[config.mk]
export PLATFORM = sky130hd
export DESIGN_NAME = pipe_ctrl
export DESIGN_NICKNAME = d
export VERILOG_FILES = /design/src/rtl/pipe_pkg.sv /design/src/rtl/pipe_ctrl_stage.sv /design/src/rtl/pipe_ctrl.sv
export SDC_FILE = /design/constraint.sdc
export NUM_CORES = 1
export LEC_CHECK = 0
export BUFFER_PORTS_ARGS = -buffer_cell sky130_fd_sc_hd__buf_2
export CAP_MARGIN = 20
export CORE_ASPECT_RATIO = 1.2
export CORE_MARGIN = 1
export CORE_UTILIZATION = 41
export CTS_BUF_LIST = sky130_fd_sc_hd__clkbuf_4
export CTS_CLUSTER_SIZE = 24
export DETAILED_ROUTE_END_ITERATION = 6
export GPL_ROUTABILITY_DRIVEN = 0
export PLACE_DENSITY = 0.88
export SYNTH_ARGS = -nofsm -noshare
export SYNTH_HDL_FRONTEND = slang
export SYNTH_SLANG_ARGS = --single-unit
[constraint.sdc]
create_clock -name clk -period 1.33 [get_ports clk]
set_input_delay 0.0665 -clock clk [delete_from_list [all_inputs] [get_ports clk]]
set_output_delay 0.0665 -clock clk [all_outputs]
set_load 0.005 [all_outputs]
[src/rtl/pipe_pkg.sv]
// Shared constants and helpers for the pipeline control unit.
// Stage indices follow the classic F/D/E/M/W naming, youngest first.
package pipe_pkg;

  localparam int STG_F = 0;
  localparam int STG_D = 1;
  localparam int STG_E = 2;
  localparam int STG_M = 3;
  localparam int STG_W = 4;

  localparam int PIPE_NSTAGE_DEF = 5;
  localparam int PIPE_NSTAGE_MAX = 8;

  // OR of vec[top:k]; k beyond the top returns 0
  function automatic logic or_above(input logic [PIPE_NSTAGE_MAX-1:0] vec, input int k);
    logic r;
    r = 1'b0;
    for (int i = 0; i < PIPE_NSTAGE_MAX; i++) begin
      r = r | (vec[i] & (i >= k));
    end
    return r;
  endfunction

endpackage

[src/rtl/pipe_ctrl_stage.sv]
// One pipeline stage's valid bit and side-band tag.
// Priority: exception clear, flush clear, stall hold, load from the younger neighbour.
module pipe_ctrl_stage
  import pipe_pkg::*;
#(
  parameter int TAG_W = 1
) (
  input  logic             clk,
  input  logic             rst,
  input  logic             i_exc,
  input  logic             i_flush,
  input  logic             i_stall,
  input  logic             i_load_valid,
  input  logic [TAG_W-1:0] i_load_tag,
  output logic             o_valid,
  output logic [TAG_W-1:0] o_tag
);

  logic             r_valid;
  logic [TAG_W-1:0] r_tag;

  // valid/tag register; an empty stage always carries tag 0
  always_ff @(posedge clk or posedge rst) begin
    if (rst) begin
      r_valid <= 1'b0;
      r_tag   <= '0;
    end else if (i_exc || i_flush) begin
      r_valid <= 1'b0;
      r_tag   <= '0;
    end else if (i_stall) begin
      r_valid <= r_valid;
      r_tag   <= r_tag;
    end else begin
      r_valid <= i_load_valid;
      r_tag   <= i_load_valid ? i_load_tag : '0;
    end
  end

  assign o_valid = r_valid;
  assign o_tag   = r_tag;

endmodule

[src/rtl/pipe_ctrl.sv]
// Pipeline control: per-stage stall/flush chains, valid/tag tracking, retirement.
// Optional performance counters are built when PIPE_PERF_CNT_EN is defined.
module pipe_ctrl
  import pipe_pkg::*;
#(
  parameter int NSTAGE = PIPE_NSTAGE_DEF,
  parameter int TAG_W  = 1,
  parameter int CNT_W  = 32
) (
  input  logic                    clk,
  input  logic                    rst,
  input  logic                    if_valid_i,
  input  logic [TAG_W-1:0]        if_tag_i,
  input  logic [NSTAGE-1:0]       stallreq_i,
  input  logic [NSTAGE-1:0]       kill_younger_i,
  input  logic                    excflush_i,
  output logic [NSTAGE-1:0]       stall_o,
  output logic [NSTAGE-1:0]       flush_o,
  output logic [NSTAGE-1:0]       valid_o,
  output logic [NSTAGE*TAG_W-1:0] tag_o,
  output logic                    retire_o,
  output logic [TAG_W-1:0]        retire_tag_o,
  input  logic                    cnt_clr_i,
  output logic [CNT_W-1:0]        retire_cnt_o,
  output logic [CNT_W-1:0]        stall_cnt_o
);

  logic [PIPE_NSTAGE_MAX-1:0] w_req_ext;
  logic [PIPE_NSTAGE_MAX-1:0] w_kill_ext;
  logic [NSTAGE-1:0]          w_stall_raw;
  logic [NSTAGE-1:0]          w_squash;
  logic [NSTAGE-1:0]          w_stall;
  logic [NSTAGE-1:0]          w_flush;
  logic [NSTAGE-1:0]          w_valid;
  logic [NSTAGE*TAG_W-1:0]    w_tag;
  logic [NSTAGE-1:0]          w_prev_valid;
  logic [NSTAGE*TAG_W-1:0]    w_prev_tag;
  logic                       w_retire;

  assign w_req_ext  = PIPE_NSTAGE_MAX'(stallreq_i);
  assign w_kill_ext = PIPE_NSTAGE_MAX'(kill_younger_i);

  // stall/squash chains and the resulting per-stage hold and clear
  always_comb begin
    w_stall_raw = '0;
    w_squash    = '0;
    w_stall     = '0;
    w_flush     = '0;
    for (int k = 0; k < NSTAGE; k++) begin
      w_stall_raw[k] = or_above(w_req_ext, k);
      w_squash[k]    = or_above(w_kill_ext, k + 1);
    end
    if (excflush_i) begin
      w_stall = '0;
      w_flush = '1;
    end else begin
      w_stall    = w_stall_raw;
      w_flush[0] = w_stall_raw[0] & w_squash[0];
      // a stage moving on while its younger neighbour is held or killed receives a bubble
      for (int k = 1; k < NSTAGE; k++) begin
        w_flush[k] = (w_stall_raw[k] & w_squash[k]) |
                     (~w_stall_raw[k] & (w_stall_raw[k-1] | w_squash[k-1]));
      end
    end
  end

  assign w_prev_valid = {w_valid[NSTAGE-2:0], if_valid_i};
  assign w_prev_tag   = {w_tag[(NSTAGE-1)*TAG_W-1:0], if_tag_i};

  for (genvar g = 0; g < NSTAGE; g++) begin : g_stage
    pipe_ctrl_stage #(
      .TAG_W (TAG_W)
    ) u_stage (
      .clk          (clk),
      .rst          (rst),
      .i_exc        (excflush_i),
      .i_flush      (w_flush[g]),
      .i_stall      (w_stall[g]),
      .i_load_valid (w_prev_valid[g]),
      .i_load_tag   (w_prev_tag[g*TAG_W +: TAG_W]),
      .o_valid      (w_valid[g]),
      .o_tag        (w_tag[g*TAG_W +: TAG_W])
    );
  end

  assign w_retire     = w_valid[NSTAGE-1] & ~w_stall[NSTAGE-1] & ~excflush_i;
  assign retire_o     = w_retire;
  assign retire_tag_o = w_retire ? w_tag[(NSTAGE-1)*TAG_W +: TAG_W] : '0;

  assign stall_o = w_stall;
  assign flush_o = w_flush;
  assign valid_o = w_valid;
  assign tag_o   = w_tag;

`ifdef PIPE_PERF_CNT_EN
  logic [CNT_W-1:0] r_retire_cnt;
  logic [CNT_W-1:0] r_stall_cnt;

  // saturating retire and front-end stall counters; clear wins over increment
  always_ff @(posedge clk or posedge rst) begin
    if (rst) begin
      r_retire_cnt <= '0;
      r_stall_cnt  <= '0;
    end else if (cnt_clr_i) begin
      r_retire_cnt <= '0;
      r_stall_cnt  <= '0;
    end else begin
      if (w_retire && (r_retire_cnt != '1)) begin
        r_retire_cnt <= r_retire_cnt + CNT_W'(1);
      end
      if (w_stall[STG_F] && !excflush_i && (r_stall_cnt != '1)) begin
        r_stall_cnt <= r_stall_cnt + CNT_W'(1);
      end
    end
  end

  assign retire_cnt_o = r_retire_cnt;
  assign stall_cnt_o  = r_stall_cnt;
`else
  logic w_unused_cnt_clr;
  assign w_unused_cnt_clr = cnt_clr_i;
  assign retire_cnt_o     = '0;
  assign stall_cnt_o      = '0;
`endif

endmodule
After elaboration in Yosys (flattened, before gate mapping). Index checks and enable logic that the tools add are counted.

Register bits: 10. Output and inout bits: 86. Logic and storage cells: 87.

Equal/unequal tests: 5. Mux-type cells: 28. Bitwise operators: 39. Reductions and logical operators: 5.

Operator list (number): $mux 1 (26); $or 1x1->1 (23); $and 1x1->1 (10); $mux 5 (2); $ne 2x1->1 const B (5); $not 1->1 (6); $logic_or 1x1->1 (5).

Logic depth before layout (Yosys ltp).
Depth after elaboration: 10. Mapped depth: 5.

Modules after synthesis. Synthesis repeated with hierarchy kept, for this count alone.

Cell total of the unflattened synthesis: 133. Area, all modules: 1161.1 um^2.

Modules (own cells, without submodules): pipe_ctrl (instances 1, cells each 93, area each 635.6 um^2, sequential area each 0.0 um^2); pipe_ctrl_stage (instances 5, cells each 8, area each 105.1 um^2, sequential area each 50.0 um^2).

Worst setup path after synthesis. Ideal clock, no wire load.

Path type: input to output. From: input stallreq_i[4]. To: output flush_o[1]. Arrival time: 922 ps. Required time: 1263 ps. Slack: 341 ps. Stages: 5. Path buffers: 2. Path through: buf_6 nor4_2 o21ai_0 nand3_1 buf_4.

Cells in the longest elaborated chain, start to end: 5. Elaborated cells on any way between the ends: 8.

RTL lines: start: declaration (line pipe_ctrl.sv:14) `input logic [NSTAGE-1:0] stallreq_i,`; $or 1x1->1 (line pipe_pkg.sv:19) `r = r | (vec[i] & (i >= k));`; $or 1x1->1 or $not 1->1 (tied branches) (line pipe_ctrl.sv:62) `(~w_stall_raw[k] & (w_stall_raw[k-1] | w_squash[k-1]));`; $and 1x1->1 (line pipe_ctrl.sv:62); $or 1x1->1 * (line pipe_ctrl.sv:61) `w_flush[k] = (w_stall_raw[k] & w_squash[k]) |`; $mux 5 * (line pipe_ctrl.sv:53) `if (excflush_i) begin`; end: declaration (line pipe_ctrl.sv:18) `output logic [NSTAGE-1:0] flush_o,`.

Mark *: on every way between the ends. The rest lies on a longest branch, timed or not.

Worst setup path in the final report.
From: register g_stage[4].u_stage.r_valid. To: output retire_tag_o.

Cells in the longest elaborated chain, start to end: 3.

RTL lines: start: declaration (line pipe_ctrl_stage.sv:19) `logic r_valid;`; start signal: assignment (line pipe_ctrl_stage.sv:31) `r_valid <= r_valid;`; start signal: assignment (line pipe_ctrl_stage.sv:34) `r_valid <= i_load_valid;`; $and 1x1->1 (2 in a row) (line pipe_ctrl.sv:86) `assign w_retire = w_valid[NSTAGE-1] & ~w_stall[NSTAGE-1] & ~excflush_i;`; $mux 1 (line pipe_ctrl.sv:88) `assign retire_tag_o = w_retire ? w_tag[(NSTAGE-1)*TAG_W +: TAG_W] : '0;`; end: declaration (line pipe_ctrl.sv:22) `output logic [TAG_W-1:0] retire_tag_o,`.

No other way between the ends.

==> summary.txt <==
Global route
  • Pin count of the biggest net entering global routing: 17
  • Initial antenna violation count: 0
  • Gr usage total: roughly 12%
  • Number of global-route vias before repair: between 700 and 800
  • First-pass GRT wire length: 3.10 mm
  • Grt total ovfl: 0

Clock tree
  • TritonCTS clock tree: built
  • TritonCTS Buffers: 3
  • Clock sinks: 10
  • # hold bufs at CTS: 1
  • Root buffer selected by CTS: clkbuf_4
  • Clk Latency, worst-skew pair: between 0.2 and 0.3 ns
  • Post-CTS Setup Bufs: 0
  • H-tree levels: 1
  • Post-CTS sizing: 0
  • Worst-path clk slew: approximately 0.06 ns
  • Worst-case clock buffer depth: 2

Synth
  • FF+latch count, synth: 10
  • Synth Warn #: 0
  • Syn Area/Cell: slightly above 8 µm²
  • Register area share after synthesis: 19.7%
  • Ranking of synthesized cells by area: buf_4, dfrtp_1, mux2i_1
  • Mapped Area: 1270 µm²
  • Post-synth top area cell: buf_4
  • Cells after Synth: roughly 160
  • Top cell type's share of synthesized area: between 40 and 50%
  • Yosys cell types: 31

Timing
  • Clock Skew: 0.00300 ns
  • Crit path time final: between 1 and 1.5 ns
  • Final hold viol count: 0
  • Final setup TNS: 0 ns
  • Hold slack: between 0.07 and 0.08 ns
  • Final worst slack: a little over 0.08 ns
  • Final Cycle Share: 93.7%
  • Setup-failing EPs final: 0
  • Unrepaired setup endpoints after global routing: no
  • Slew Limit Fails: 0
  • Fmax: 802 MHz

Layout
  • Most frequent cells in the layout: conb_1, buf_2, dfrtp_1
  • Share of layout cells above drive strength 1: between 20 and 25%
  • Non-Filler Instances: between 200 and 250
  • Final nets: ~190
  • Area Growth Syn to Fin: -11.9%
  • Commonest non-fill, non-tap cell in the layout: conb_1
  • Antenna cells: 0

Worst setup path
  • Worst path slowest cell: dfrtp_1
  • Flop-to-flop setup slack: approximately 0.24 ns
  • Nature of the critical path endpoint: output port
  • Crit path arrival time: roughly 1.2 ns
  • Critical Path Source Type: register
  • CP Depth: 3
  • Critical path cell sequence: nor3b_1 -> and2_1 -> buf_2
  • Critical path's top delay family: simple AND/OR/NAND/NOR gates
  • Worst path required time: 1.26 ns
  • R2R Path Start: g_stage[0].u_stage.o_valid
  • Cells on worst reg2reg path: 3
  • CP bufs+invs: 1
  • CP Max Fanout: 3
  • Max incr delay on CP: approximately 0.36 ns
  • WS Path Type: reg2out
  • RR Endpoint: g_stage[1].u_stage.o_tag

Route
  • Met2 WL: between 1 and 1.5 mm
  • DR pass1 iterations: 4
  • Vias: between 800 and 900
  • Final antenna-violating net count: 0
  • M1 WL: 708 µm
  • Drt wl/cell: just under 10 µm
  • DRT Wirelength: around 2 mm
  • Met3 wire len: ~190 µm
  • Vias/cell: a little over 4
  • Iteration-0 DRC Markers: 30
  • Uppermost layer routed: met4
  • DRC Markers: 0

Placement
  • Placed Cells: 203
  • PortBufs: 35
  • Detailed Place HPWL: 1.62 mm
  • Setup slack at placement: between 0.1 and 0.15 ns

Die
  • DIE HEIGHT: between 60 and 70 µm
  • Die W: 52.8 µm
  • FP Rows: 21
  • Die area: between 3000 and 4000 µm²
  • Initial core utilization: between 40% and 50%
  • Total core area: 2860 µm²
  • Number of I/O pins: roughly 100

Worst hold path
  • Hold endpoint: g_stage[1].u_stage.o_valid
  • Hold path depth: 2
  • Hold Startpoint: kill_younger_i[2]
  • Worst hold-check path type: in2reg

Flow run
  • Max_cap viols: 0

Power
  • Power Density: ~600 nW/µm²
  • LEAKAGE: between 0.6 and 0.7 nW
  • Peak supply drop: 0.311 mV

Outcome
  • Status: completed
synthesized netlist by cell type:
| library cell | n |
|---|---|
| a21boi_1 | 1 |
| a21oi_1 | 4 |
| and2_1 | 1 |
| buf_4 | 84 |
| buf_6 | 1 |
| clkbuf_1 | 1 |
| conb_1 | 1 |
| dfrtp_1 | 10 |
| inv_1 | 3 |
| mux2i_1 | 4 |
| nand2_1 | 5 |
| nand2b_1 | 1 |
| nand3_1 | 3 |
| nand3b_1 | 3 |
| nand4_1 | 3 |
| nor2_1 | 9 |
| nor2b_1 | 1 |
| nor3_1 | 2 |
| nor3_2 | 1 |
| nor3_4 | 1 |
| nor3b_1 | 3 |
| nor4_1 | 1 |
| nor4_2 | 1 |
| nor4b_1 | 1 |
| o211ai_1 | 2 |
| o21ai_0 | 3 |
| o21ai_1 | 1 |
| o21bai_1 | 2 |
| o31ai_1 | 1 |
| or3_1 | 1 |
| or3_4 | 1 |
power by group:
group	switching [mW]	internal, mW	leakage (nW)	total (mW)
sequential	0.000213	0.304	0.140	0.305
clock	0.0979	0.104	0.0138	0.202
combinational	0.110	0.0436	0.465	0.153
stage by stage:
step                util (%)  total power [mW]  cell area (µm²)
floorplan                  -             0.556             1500
global placement        37.8             0.456             1080
detailed placement      37.8             0.458             1080
CTS                     39.0             0.664             1120
global route            39.0             0.708             1120
finish                  39.0             0.660             1120
sequential cells by signal, indices dropped and copies added (netlist names):
register and cells:
g_stage.u_stage.o_valid 5, g_stage.u_stage.o_tag 5
how the worst max path moves through the flow:
stage                                     startpoint            to  slack (ns)
after detailed placement               stallreq_i[4]    flush_o[0]        0.14
after floorplan                        stallreq_i[4]    flush_o[1]        0.34
final                     g_stage[4].u_stage.o_valid  retire_tag_o        0.08
after CTS                 g_stage[4].u_stage.o_valid  retire_tag_o        0.08
after global routing      g_stage[4].u_stage.o_valid  retire_tag_o        0.02
after global placement                 stallreq_i[4]    flush_o[0]        0.15
layer usage:
| metal | global-route usage, % | up-vias |
|---|---|---|
| met5 | 0 | - |
| met4 | 9.21 | 0 |
| met3 | 2.43 | 2 |
| met2 | 21.0 | 57 |
| met1 | 12.9 | 399 |
| li1 | - | 401 |
final cells by class:
type                            instances  area [µm²]
Inverter                                3        11.3
Tap cell                               34        42.5
Sequential cell                        10         250
Multi-Input combinational cell        120         597
Clock buffer                            3        22.5
Fill cell                             304        1750
Timing Repair Buffer                   37         193
logic make-up (layout without fill, tap and decap cells):
family	Yosys count	in the layout	synth area share [%]
buf+inv	89	43	51.8
simple gates	38	38	18.3
compound gates	14	14	6.71
flops	10	10	19.7
mux	4	4	3.16
other cells	1	64	0.296
Power figures use the tool's default switching activity.
